### src/rtl/seq_alu.sv
// Sequential ALU: single-cycle add/sub/logic/shift/inc/dec,
// iterative shift-add multiply and restoring divide.
module seq_alu #(
   parameter int WIDTH = 16
) (
   input  logic               clk,
   input  logic               reset,
   input  logic               start,
   input  logic [3:0]         opcode,
   input  logic [WIDTH-1:0]   operandA,
   input  logic [WIDTH-1:0]   operandB,
   output logic               ready,
   output logic               done,
   output logic [2*WIDTH-1:0] result,
   output logic [3:0]         flags
);

   localparam logic [3:0] OP_ADD = 4'b0001;
   localparam logic [3:0] OP_SUB = 4'b0010;
   localparam logic [3:0] OP_MUL = 4'b0011;
   localparam logic [3:0] OP_DIV = 4'b0100;
   localparam logic [3:0] OP_AND = 4'b0101;
   localparam logic [3:0] OP_OR  = 4'b0110;
   localparam logic [3:0] OP_XOR = 4'b0111;
   localparam logic [3:0] OP_SHL = 4'b1000;
   localparam logic [3:0] OP_SHR = 4'b1001;
   localparam logic [3:0] OP_INC = 4'b1010;
   localparam logic [3:0] OP_DEC = 4'b1011;

   localparam int CW = $clog2(WIDTH) + 1;
   localparam logic [WIDTH-1:0] WLIM = WIDTH'(WIDTH);
   localparam logic [CW-1:0] LAST = CW'(WIDTH - 1);

   typedef enum logic [1:0] {
      IDLE,
      MUL,
      DIV,
      DONE
   } state_t;

   state_t             state;
   logic [CW-1:0]      cnt;
   logic [WIDTH-1:0]   a_q;
   logic [WIDTH-1:0]   b_q;
   logic [2*WIDTH-1:0] work;

   logic [WIDTH-1:0]   hi;
   logic [WIDTH-1:0]   lo;
   logic [WIDTH:0]     ext;
   logic               s_ill;
   logic               s_dbz;
   logic               s_cy;
   logic [3:0]         s_flg;

   logic [WIDTH:0]     mul_sum;
   logic [WIDTH:0]     div_sh;
   logic [WIDTH:0]     div_df;
   logic [2*WIDTH-1:0] mul_next;
   logic [2*WIDTH-1:0] div_next;

   assign ready = (state == IDLE);
   assign done  = (state == DONE);

   // Result and flags of every operation that completes in one cycle.
   always_comb begin
      hi    = '0;
      lo    = '0;
      ext   = '0;
      s_ill = 1'b0;
      s_dbz = 1'b0;
      s_cy  = 1'b0;
      unique case (opcode)
         OP_ADD: begin
            ext  = {1'b0, operandA} + {1'b0, operandB};
            lo   = ext[WIDTH-1:0];
            s_cy = ext[WIDTH];
         end
         OP_SUB: begin
            ext  = {1'b0, operandA} - {1'b0, operandB};
            lo   = ext[WIDTH-1:0];
            s_cy = ext[WIDTH];
         end
         OP_MUL: begin
            lo = '0;
         end
         OP_DIV: begin
            hi    = operandA;
            lo    = '1;
            s_dbz = 1'b1;
         end
         OP_AND: lo = operandA & operandB;
         OP_OR:  lo = operandA | operandB;
         OP_XOR: lo = operandA ^ operandB;
         OP_SHL: begin
            lo = (operandB >= WLIM) ? '0 : (operandA << operandB);
         end
         OP_SHR: begin
            lo = (operandB >= WLIM) ? '0 : (operandA >> operandB);
         end
         OP_INC: begin
            ext  = {1'b0, operandA} + {{WIDTH{1'b0}}, 1'b1};
            lo   = ext[WIDTH-1:0];
            s_cy = ext[WIDTH];
         end
         OP_DEC: begin
            ext  = {1'b0, operandA} - {{WIDTH{1'b0}}, 1'b1};
            lo   = ext[WIDTH-1:0];
            s_cy = ext[WIDTH];
         end
         default: s_ill = 1'b1;
      endcase
      s_flg = {s_ill, s_dbz, s_cy, ({hi, lo} == '0)};
   end

   // One multiply step and one divide step on the shared work register.
   always_comb begin
      mul_sum  = {1'b0, work[2*WIDTH-1:WIDTH]}
               + {1'b0, (work[0] ? a_q : {WIDTH{1'b0}})};
      mul_next = {mul_sum, work[WIDTH-1:1]};
      div_sh   = work[2*WIDTH-1:WIDTH-1];
      div_df   = div_sh - {1'b0, b_q};
      div_next = div_df[WIDTH]
               ? {div_sh[WIDTH-1:0], work[WIDTH-2:0], 1'b0}
               : {div_df[WIDTH-1:0], work[WIDTH-2:0], 1'b1};
   end

   // Control FSM with operand latches, iteration counter and result regs.
   always_ff @(posedge clk or posedge reset) begin
      if (reset) begin
         state  <= IDLE;
         cnt    <= '0;
         a_q    <= '0;
         b_q    <= '0;
         work   <= '0;
         result <= '0;
         flags  <= '0;
      end else begin
         unique case (state)
            IDLE: begin
               if (start) begin
                  cnt <= '0;
                  a_q <= operandA;
                  b_q <= operandB;
                  if (opcode == OP_MUL) begin
                     work  <= {{WIDTH{1'b0}}, operandB};
                     state <= MUL;
                  end else if (opcode == OP_DIV && operandB != '0) begin
                     work  <= {{WIDTH{1'b0}}, operandA};
                     state <= DIV;
                  end else begin
                     result <= {hi, lo};
                     flags  <= s_flg;
                     state  <= DONE;
                  end
               end
            end
            MUL: begin
               work <= mul_next;
               cnt  <= cnt + CW'(1);
               if (cnt == LAST) begin
                  result <= mul_next;
                  flags  <= {3'b000, (mul_next == '0)};
                  state  <= DONE;
               end
            end
            DIV: begin
               work <= div_next;
               cnt  <= cnt + CW'(1);
               if (cnt == LAST) begin
                  result <= div_next;
                  flags  <= {3'b000, (div_next == '0)};
                  state  <= DONE;
               end
            end
            DONE: state <= IDLE;
            default: state <= IDLE;
         endcase
      end
   end

endmodule

### config.mk
export PLATFORM = sky130hd
export DESIGN_NAME = seq_alu
export DESIGN_NICKNAME = d
export VERILOG_FILES = /design/src/rtl/seq_alu.sv
export SDC_FILE = /design/constraint.sdc
export NUM_CORES = 1
export LEC_CHECK = 0
export CAP_MARGIN = 25
export CORE_MARGIN = 4
export CORE_UTILIZATION = 27
export DETAILED_ROUTE_END_ITERATION = 8
export GPL_ROUTABILITY_DRIVEN = 0
export PLACE_DENSITY = 0.46
export SYNTH_ARGS = -nofsm -noshare
export SYNTH_HDL_FRONTEND = slang
export SYNTH_SLANG_ARGS = --single-unit
### constraint.sdc
create_clock -name clk -period 4.67 [get_ports clk]
set_input_delay 1.1675 -clock clk [delete_from_list [all_inputs] [get_ports clk]]
set_output_delay 1.1675 -clock clk [all_outputs]
set_load 0.005 [all_outputs]
==> impl_metrics.json, run 1 <==
{
  "syn_nets": 1655,
  "clockPowerShare": 0.102,
  "drive_above_1_share": 0.156,
  "synth-seq-cells": 107,
  "cts_buffers": 9,
  "grt_max_degree": 68,
  "drt-initial-drc-count": 1236,
  "async_flop_share": 1.00,
  "ant_nets": 0,
  "syn_area_um2": 11900,
  "die_x_um": 218,
  "avgRoutedWirePerCell_um": 23.5,
  "start_util": 0.275,
  "critPathKind": "input port to flip-flop",
  "rsz0062_at_grt": "false",
  "cts_buffer_depth": 2,
  "r2r_slack_ns": 0.55,
  "worstPathRequired_ns": 4.95,
  "relSlewSlack": 0.246,
  "firstDrtPassIters": 6,
  "place_area_um2": 14300,
  "yosysSeqAreaShare": 0.224,
  "endpoint_kind": "flip-flop",
  "internal_power_uw": 4030,
  "ys_warn_count": 0,
  "fin_crit_sh": 0.961,
  "syn_area_per_cell_um2": 7.84,
  "setup_tns_ns": 0,
  "boundaryPins": 77,
  "vias": 12700,
  "clock_sinks": 107,
  "io_buffers": 76,
  "grt-ovfl-total": 0,
  "powerDensity_nw_per_um2": 541,
  "synthTopCellsByArea": "dfrtp_1, ha_1, o21ai_0, nand2_1, a21oi_1",
  "irDropWorstVdd_mv": 0.342,
  "design.die.area_um2": 47700,
  "synth-edff-count": 0,
  "track_usage": 0.219,
  "clkLatencyLatePin_ns": 0.37,
  "synth_top_area_frac": 0.224,
  "antenna_found_initial": 0,
  "cp.arrival_ns": 4.76,
  "cp-startpoint": "operandB[4]",
  "cap_viol_max_count": 0,
  "die_y_um": 218,
  "areaGrowthSynthToFinish_pct": 22.6,
  "slew_viol_final": 0,
  "diodes": 0,
  "crit_path_end": "flags[0]$_DFFE_PP0P_",
  "final_area_um2": 14600,
  "rows": 76,
  "drcViolationCount": 0,
  "hold_violations": 0,
  "post-cts-setup-buffers": 0,
  "p_comb_frac": 0.676,
  "yosysTopAreaCell": "dfrtp_1",
  "ys.flop_type": "dfrtp_1",
  "viasPerCell": 5.65,
  "cts_root_buffer": "clkbuf_16",
  "start_kind": "input port",
  "p_sw_frac": 0.492,
  "synthCells": 1523,
  "critPathMaxFanout": 4,
  "place_hpwl_mm": 42.6,
  "path_clk_slew_ns": 0.07,
  "hold_class": "flip-flop to flip-flop",
  "cts_tree": "done",
  "period_minus_slack_ns": 4.49,
  "fin_nets": 1794,
  "r2r-start": "work[15]$_DFFE_PP0P_",
  "p_switching_uw": 3900,
  "htreeDepth": 3,
  "core_area_um2": 43500,
  "max_clock_freq_mhz": 223,
  "grt_pass1_vias": 12400,
  "tightestPinTransition_ns": 1.12,
  "fillers": 4652,
  "power.leakage_uw": 0.00622,
  "grt_pass1_wl_mm": 79.6,
  "reg2reg_depth": 13,
  "synth_cell_types": 86,
  "seqPwrFrac": 0.222,
  "fin_skew_ns": 0.0112,
  "hold_buffers": 0,
  "status": "finished clean",
  "finalSetupViolCount": 0,
  "r2r-end": "work[20]$_DFFE_PP0P_",
  "wirelength_mm": 52.9
}
[sequential cells by signal, indices dropped and copies added (netlist names)]
register and count:
b_q 16, a_q 16, flags 4, cnt 5
result 32, work 32, state 2
[timing repair]
item | in CTS | in global routing
resized for setup | 0 | 1
endpoints found under the hold margin | 0 | 0
setup endpoints to repair | 0 | 1
[metrics by stage]
step	power [uW]	util	setup slack [ns]	hold WS (ns)	cells
2_1_floorplan	5210	-	0.256	0.442	1523
3_3_place_gp	7030	0.329	-0.124	0.455	2235
3_5_place_dp	7080	0.329	-0.155	0.462	2235
4_1_cts	7910	0.336	0.226	0.480	2251
5_1_grt	8610	0.337	0.0432	0.508	2252
6_report	7930	0.337	0.183	0.473	2252
[metal layers]
metal | wire length (um) | vias up | track usage
met5 | 0 | - | 0
met4 | 2570 | 0 | 0.0918
met3 | 2950 | 107 | 0.0273
met2 | 24200 | 499 | 0.354
met1 | 23200 | 6186 | 0.295
li1 | - | 5926 | -
[critical path, cell delays in order]
cell             delay (ns)
clkdlybuf4s50_1        0.54
inv_1                  0.08
buf_4                  0.16
ha_1                   0.23
or2_2                  0.33
a2111oi_0              0.49
buf_4                  0.22
o211ai_1               0.20
nand2_1                0.15
o221a_2                0.18
o21ai_0                0.24
a211oi_2               0.34
nand4_1                0.17
o31ai_2                0.26
[area by class of cell]
| cell class | count | area, um2 | share of cell area |
|---|---|---|---|
| Timing Repair Buffer | 244 | 2110 | 0.144 |
| Clock buffer | 10 | 229 | 0.0156 |
| Tap cell | 585 | 732 | 0.0500 |
| Multi-Input combinational cell | 1216 | 8500 | 0.581 |
| Inverter | 84 | 318 | 0.0217 |
| Clock inverter | 6 | 71.3 | 0.00487 |
| Sequential cell | 107 | 2680 | 0.183 |
[worst min-delay path by stage]
stage                    startpoint              endpoint  slack [ns]  depth (start not counted)
2_1_floorplan    a_q[0]$_DFFE_PP0P_    a_q[0]$_DFFE_PP0P_        0.44                          2
3_3_place_gp    a_q[15]$_DFFE_PP0P_   a_q[15]$_DFFE_PP0P_        0.45                          2
3_5_place_dp   flags[2]$_DFFE_PP0P_  flags[2]$_DFFE_PP0P_        0.46                          2
4_1_cts         a_q[10]$_DFFE_PP0P_   a_q[10]$_DFFE_PP0P_        0.48                          2
5_1_grt         b_q[10]$_DFFE_PP0P_   b_q[10]$_DFFE_PP0P_        0.51                          2
6_report        a_q[10]$_DFFE_PP0P_   a_q[10]$_DFFE_PP0P_        0.47                          2
[synth_stat cells (27+ instances only)]
library cell / number
xnor2_1: 31
ha_1: 89
mux2i_1: 38
clkbuf_1: 96
nand3_1: 40
dfrtp_1: 107
nor3_1: 45
o211ai_1: 27
nand2_1: 170
inv_1: 82
o21ai_0: 151
nor2_1: 96
a21oi_1: 101
[kinds of logic after synthesis]
| group | count (synthesis) | synth area share |
|---|---|---|
| buf+inv | 200 | 0.0667 |
| compound gates | 498 | 0.277 |
| fa+ha+maj | 93 | 0.0999 |
| xor+xnor | 37 | 0.0271 |
| flops | 107 | 0.224 |
| simple gates | 504 | 0.209 |
| mux | 84 | 0.0959 |
[layout by cell type (no fill, tap or decap), drive strengths merged, types with 14 or more instances in the layout]
cell / netlist / layout
mux4: 22 / 22
o21ai: 151 / 151
a31oi: 14 / 14
o211ai: 27 / 27
o31ai: 14 / 14
a221o: 21 / 21
mux2i: 38 / 38
xnor2: 31 / 31
dfrtp: 107 / 107
nor4: 21 / 21
nor3: 46 / 46
and2: 25 / 25
buf: 20 / 170
o221ai: 14 / 14
nor2: 96 / 96
nand2: 170 / 170
mux2: 24 / 24
a211oi: 16 / 16
nand4: 18 / 18
o21a: 16 / 16
inv: 82 / 85
nor2b: 15 / 15
nand3: 42 / 42
a21oi: 101 / 101
ha: 89 / 89
clkdlybuf4s50: 0 / 74
[power groups by stage]
stage	Sequential, uW	Combinational [uW]	Clock, uW
finish	1760	5360	810
global route	1830	5930	863
detailed placement	1780	5290	0
CTS	1770	5310	826
floorplan	1650	3560	0
global placement	1770	5260	0
Power figures use the tool's default switching activity.
==> run 2: changes to the inputs <==
Settings changed: CORE_UTILIZATION 27 to 30, PLACE_DENSITY 0.46 to 0.49.
==> run 2 against run 1 <==
Design area decreased by 1.5%. Die area decreased by 9.6%. Sequential cell count unchanged. Register-to-register slack improved by 0.06 ns. Sequential share of layout area increased by 0.28 points. Sequential power about the same. Clock-buffer cell count decreased by 1. Hold slack improved by 0.0077 ns. Setup slack improved by 0.13 ns. Utilization increased by 3.3 points. Maximum frequency increased by 3.0%.
==> impl_metrics.json, run 2 (synthesis results as in run 1) <==
{
  "hold_violations": 0,
  "period_minus_slack_ns": 4.36,
  "dp_cells": 2146,
  "whs_ns": 0.481,
  "htreeDepth": 3,
  "viasPerCell": 5.88,
  "areaGrowthSynthToFinish_pct": 20.7,
  "reg2reg_depth": 13,
  "grt_max_degree": 66,
  "fillers": 4073,
  "hold_start": "cnt[4]$_DFFE_PP0P_",
  "path_clk_slew_ns": 0.08,
  "critPathKind": "input port to flip-flop",
  "design.die.area_um2": 43100,
  "irDropWorstVdd_mv": 0.433,
  "critPathTopFamily": "compound AO/OA/AOI/OAI gates",
  "grt_pass1_vias": 12200,
  "critPathMaxFanout": 8,
  "top_regs": "result (32), work (32)",
  "cts_root_buffer": "clkbuf_16",
  "endpoint_kind": "flip-flop",
  "place_area_um2": 14100,
  "cts_tree": "done",
  "r2r-start": "work[15]$_DFFE_PP0P_",
  "hold_class": "flip-flop to flip-flop",
  "place_hpwl_mm": 39.9,
  "grt-ovfl-total": 0,
  "tightestPinTransition_ns": 0.909,
  "path_cells": "clkdlybuf4s50_1 -> inv_1 -> ha_1 -> o31a_1 -> a2111oi_1 -> buf_4 -> nor2_1 -> a211oi_1 -> a21oi_1 -> a311oi_1 -> nand4_1 -> o31ai_2",
  "clock_sinks": 107,
  "min_path_cells": 2,
  "drt-initial-drc-count": 1246,
  "slew_viol_final": 0,
  "start_kind": "input port",
  "path_buf_inv": 3,
  "power.leakage_uw": 0.00614,
  "vias": 12700,
  "rsz0062_at_grt": "false",
  "io_buffers": 76,
  "core_area_um2": 39000,
  "die_y_um": 208,
  "worstPathRequired_ns": 4.95,
  "r2r_slack_ns": 0.61,
  "boundaryPins": 77,
  "final_area_um2": 14400,
  "fin_nets": 1771,
  "max_clock_freq_mhz": 230,
  "ant_nets": 0,
  "cap_viol_max_count": 0,
  "cts_buffers": 9,
  "slowest_stage": "clkdlybuf4s50_1",
  "finalSetupViolCount": 0,
  "fin_skew_ns": 0.0115,
  "relSlewSlack": 0.394,
  "drive_above_1_share": 0.144,
  "slowest_delay_ns": 0.66,
  "layout_common_cells": "nand2_1, o21ai_0, buf_4",
  "powerDensity_nw_per_um2": 556,
  "drcViolationCount": 0,
  "setup_tns_ns": 0,
  "avgRoutedWirePerCell_um": 23.3,
  "track_usage": 0.225,
  "post-cts-setup-buffers": 0,
  "hold_end": "cnt[4]$_DFFE_PP0P_",
  "wirelength_mm": 50.5,
  "start_util": 0.306,
  "cp.arrival_ns": 4.64,
  "rows": 72,
  "firstDrtPassIters": 6,
  "layout_commonest_cell": "nand2_1",
  "status": "finished clean",
  "hold_buffers": 0,
  "grt_pass1_wl_mm": 76.5,
  "die_x_um": 208,
  "r2r-end": "work[24]$_DFFE_PP0P_",
  "final_core_utilization": 0.370,
  "final-instance-count-excl-fill": 2162,
  "fin_crit_sh": 0.933,
  "cts_resized": 0,
  "antenna_found_initial": 0,
  "diodes": 0,
  "cts_buffer_depth": 2,
  "clkLatencyLatePin_ns": 0.37
}
## run 2: worst max-delay path by stage
stage,slack (ns),from,depth (start not counted),end
finish,0.31,operandA[4],12,flags[0]$_DFFE_PP0P_
global route,0.07,operandA[4],12,flags[0]$_DFFE_PP0P_
CTS,0.38,operandA[4],12,flags[0]$_DFFE_PP0P_
detailed placement,-0.02,operandA[4],12,flags[0]$_DFFE_PP0P_
global placement,-0.19,operandA[4],12,flags[0]$_DFFE_PP0P_
floorplan,0.26,operandB[2],14,flags[0]$_DFFE_PP0P_
## run 2: power by group
group | leakage, uW | internal, uW | switching (uW) | total (uW)
clock | 0.000173 | 535 | 404 | 939
sequential | 0.00134 | 1380 | 362 | 1740
combinational | 0.00462 | 2210 | 3130 | 5340
## run 2: area by class of cell
cell class / count / area (um2) / area share
repair buffers: 221 / 1930 / 0.134
inverters: 84 / 318 / 0.0220
multi-input cells: 1216 / 8500 / 0.589
clock buffers: 9 / 225 / 0.0156
clock inverters: 7 / 128 / 0.00885
well taps: 518 / 648 / 0.0449
flip-flops and latches: 107 / 2680 / 0.186
## run 2: tightest hold or removal path: cells and delay by family (launching register included)
family          cells  cell delay (ns)
flops               1             0.34
simple gates        1             0.04
compound gates      1             0.06
## run 2: stage by stage
stage	setup slack, ns	power (uW)
after floorplan	0.256	5210
after global placement	-0.191	7010
after detailed placement	-0.0171	7040
after CTS	0.376	8000
after global routing	0.0692	8650
final	0.314	8020
## run 2: metal layers
layer	global-route usage	part of all wire
met5	0	0
met4	0.0812	0.040
met3	0.0166	0.057
met2	0.369	0.46
met1	0.314	0.44
==> run 3: changes to the inputs <==
Clock period 4.67 ns to 4.9 ns, I/O delays scaled along.
==> run 3 against run 2 <==
Die area did not move. Hold slack got worse by 0.0024 ns. Design area fell by 2.4%. Clock power fell by 17%. Sequential power fell by 5%. Critical path depth rose by 1. Sequential cell count did not move.
==> impl_metrics.json, run 3 (synthesis results as in run 1) <==
{
  "finalSetupViolCount": 0,
  "core_area_um2": 39000,
  "start_util": 0.306,
  "hold_class": "flip-flop to flip-flop",
  "ant_nets": 0,
  "powerDensity_nw_per_um2": 532,
  "firstDrtPassIters": 5,
  "post-cts-setup-buffers": 0,
  "drcViolationCount": 0,
  "wirelength_mm": 49.9,
  "tightestPinTransition_ns": 0.945,
  "critPathMaxFanout": 4,
  "status": "finished clean",
  "fillers": 4080,
  "rows": 72,
  "avgRoutedWirePerCell_um": 23.5,
  "fin_ws_ns": 0.265,
  "die_x_um": 208,
  "antenna_found_initial": 1,
  "dp_worst_setup_slack_ns": 0.0273,
  "setup_tns_ns": 0,
  "seqCellArea_um2": 2680,
  "io_buffers": 76,
  "cts_root_buffer": "clkbuf_16",
  "cap_viol_max_count": 0,
  "drive_above_1_share": 0.126,
  "design.die.area_um2": 43100,
  "clock_sinks": 107,
  "cts_buffers": 9,
  "grt-ovfl-total": 0,
  "vias": 12500,
  "top_regs": "result (32), work (32)",
  "start_kind": "input port",
  "grt_pass1_wl_mm": 76.0,
  "track_usage": 0.223,
  "die_y_um": 208,
  "hold_buffers": 0,
  "areaGrowthSynthToFinish_pct": 17.9,
  "critPathKind": "input port to flip-flop",
  "htreeDepth": 3,
  "rsz0062_at_grt": "false",
  "boundaryPins": 77,
  "period_minus_slack_ns": 4.63,
  "multi_input_area_um2": 8500,
  "clkLatencyLatePin_ns": 0.36,
  "diodes": 0,
  "relSlewSlack": 0.365,
  "grt_max_degree": 65,
  "cp.arrival_ns": 4.91,
  "drt-initial-drc-count": 1131,
  "cts_buffer_depth": 2,
  "max_clock_freq_mhz": 216,
  "slew_viol_final": 0,
  "layout_commonest_cell": "nand2_1",
  "layout_common_cells": "nand2_1, o21ai_0, dfrtp_1",
  "endpoint_kind": "flip-flop",
  "power.leakage_uw": 0.00594,
  "fin_skew_ns": 0.00986,
  "viasPerCell": 5.88,
  "hold_violations": 0,
  "cts_tree": "done",
  "fin_crit_sh": 0.946,
  "place_hpwl_mm": 39.6,
  "irDropWorstVdd_mv": 0.294,
  "cts_resized": 0,
  "path_clk_slew_ns": 0.08,
  "grt_pass1_vias": 12100,
  "r2r_slack_ns": 0.67,
  "fin_nets": 1737,
  "worstPathRequired_ns": 5.17
}
==> run 3: path summary, 6_finish.rpt <==
kind | from | endpoint | cells past startpoint
max | operandB[5] | flags[0]$_DFFE_PP0P_ | 13
max in group asynchronous | reset | work[18]$_DFFE_PP0P_ | 3
min in group asynchronous | reset | cnt[3]$_DFFE_PP0P_ | 2
min reg2reg | a_q[14]$_DFFE_PP0P_ | a_q[14]$_DFFE_PP0P_ | 2
min | a_q[14]$_DFFE_PP0P_ | a_q[14]$_DFFE_PP0P_ | 2
max reg2reg | work[15]$_DFFE_PP0P_ | work[0]$_DFFE_PP0P_ | 12
==> run 3: where the power goes <==
| group | switching, uW | leakage, uW | total [uW] | internal, uW |
|---|---|---|---|---|
| Combinational | 2980 | 0.00445 | 5060 | 2080 |
| Clock | 375 | 0.000150 | 782 | 406 |
| Sequential | 333 | 0.00134 | 1650 | 1320 |
==> run 3: through the flow <==
stage | hold slack, ns | total power [uW] | instances | instance area (um2) | util
after floorplan | 0.442 | 4970 | 1523 | 11900 | -
after global placement | 0.455 | 6670 | 2110 | 13800 | 0.353
after detailed placement | 0.463 | 6700 | 2110 | 13800 | 0.353
after CTS | 0.482 | 7500 | 2126 | 14100 | 0.361
after global routing | 0.501 | 8120 | 2128 | 14100 | 0.361
final | 0.478 | 7490 | 2128 | 14100 | 0.361
==> run 3: area by class of cell <==
class                           instances  area share
Clock inverter                          7     0.00604
Sequential cell                       107       0.190
Multi-Input combinational cell       1216       0.604
Inverter                               84      0.0226
Clock buffer                            9      0.0160
Tap cell                              518      0.0460
Timing Repair Buffer                  187       0.116
==> run 3: per-layer routing <==
metal  vias up  GRT usage  wire, um
met3       108     0.0292      3230
met4         2     0.0923      2200
met1      6061      0.302     21700
li1       5811          -         -
met5         -          0        13
met2       536      0.360     22800
==> run 3: worst max-delay path, cell delays in order <==
cell,delay (ns)
clkdlybuf4s50_1,0.67
inv_1,0.22
ha_1,0.37
o21a_1,0.22
o31a_1,0.12
a2111oi_1,0.47
buf_4,0.21
nor2_1,0.06
a211oi_1,0.24
a21oi_1,0.07
a311oi_1,0.54
nand4_1,0.25
o31ai_2,0.25
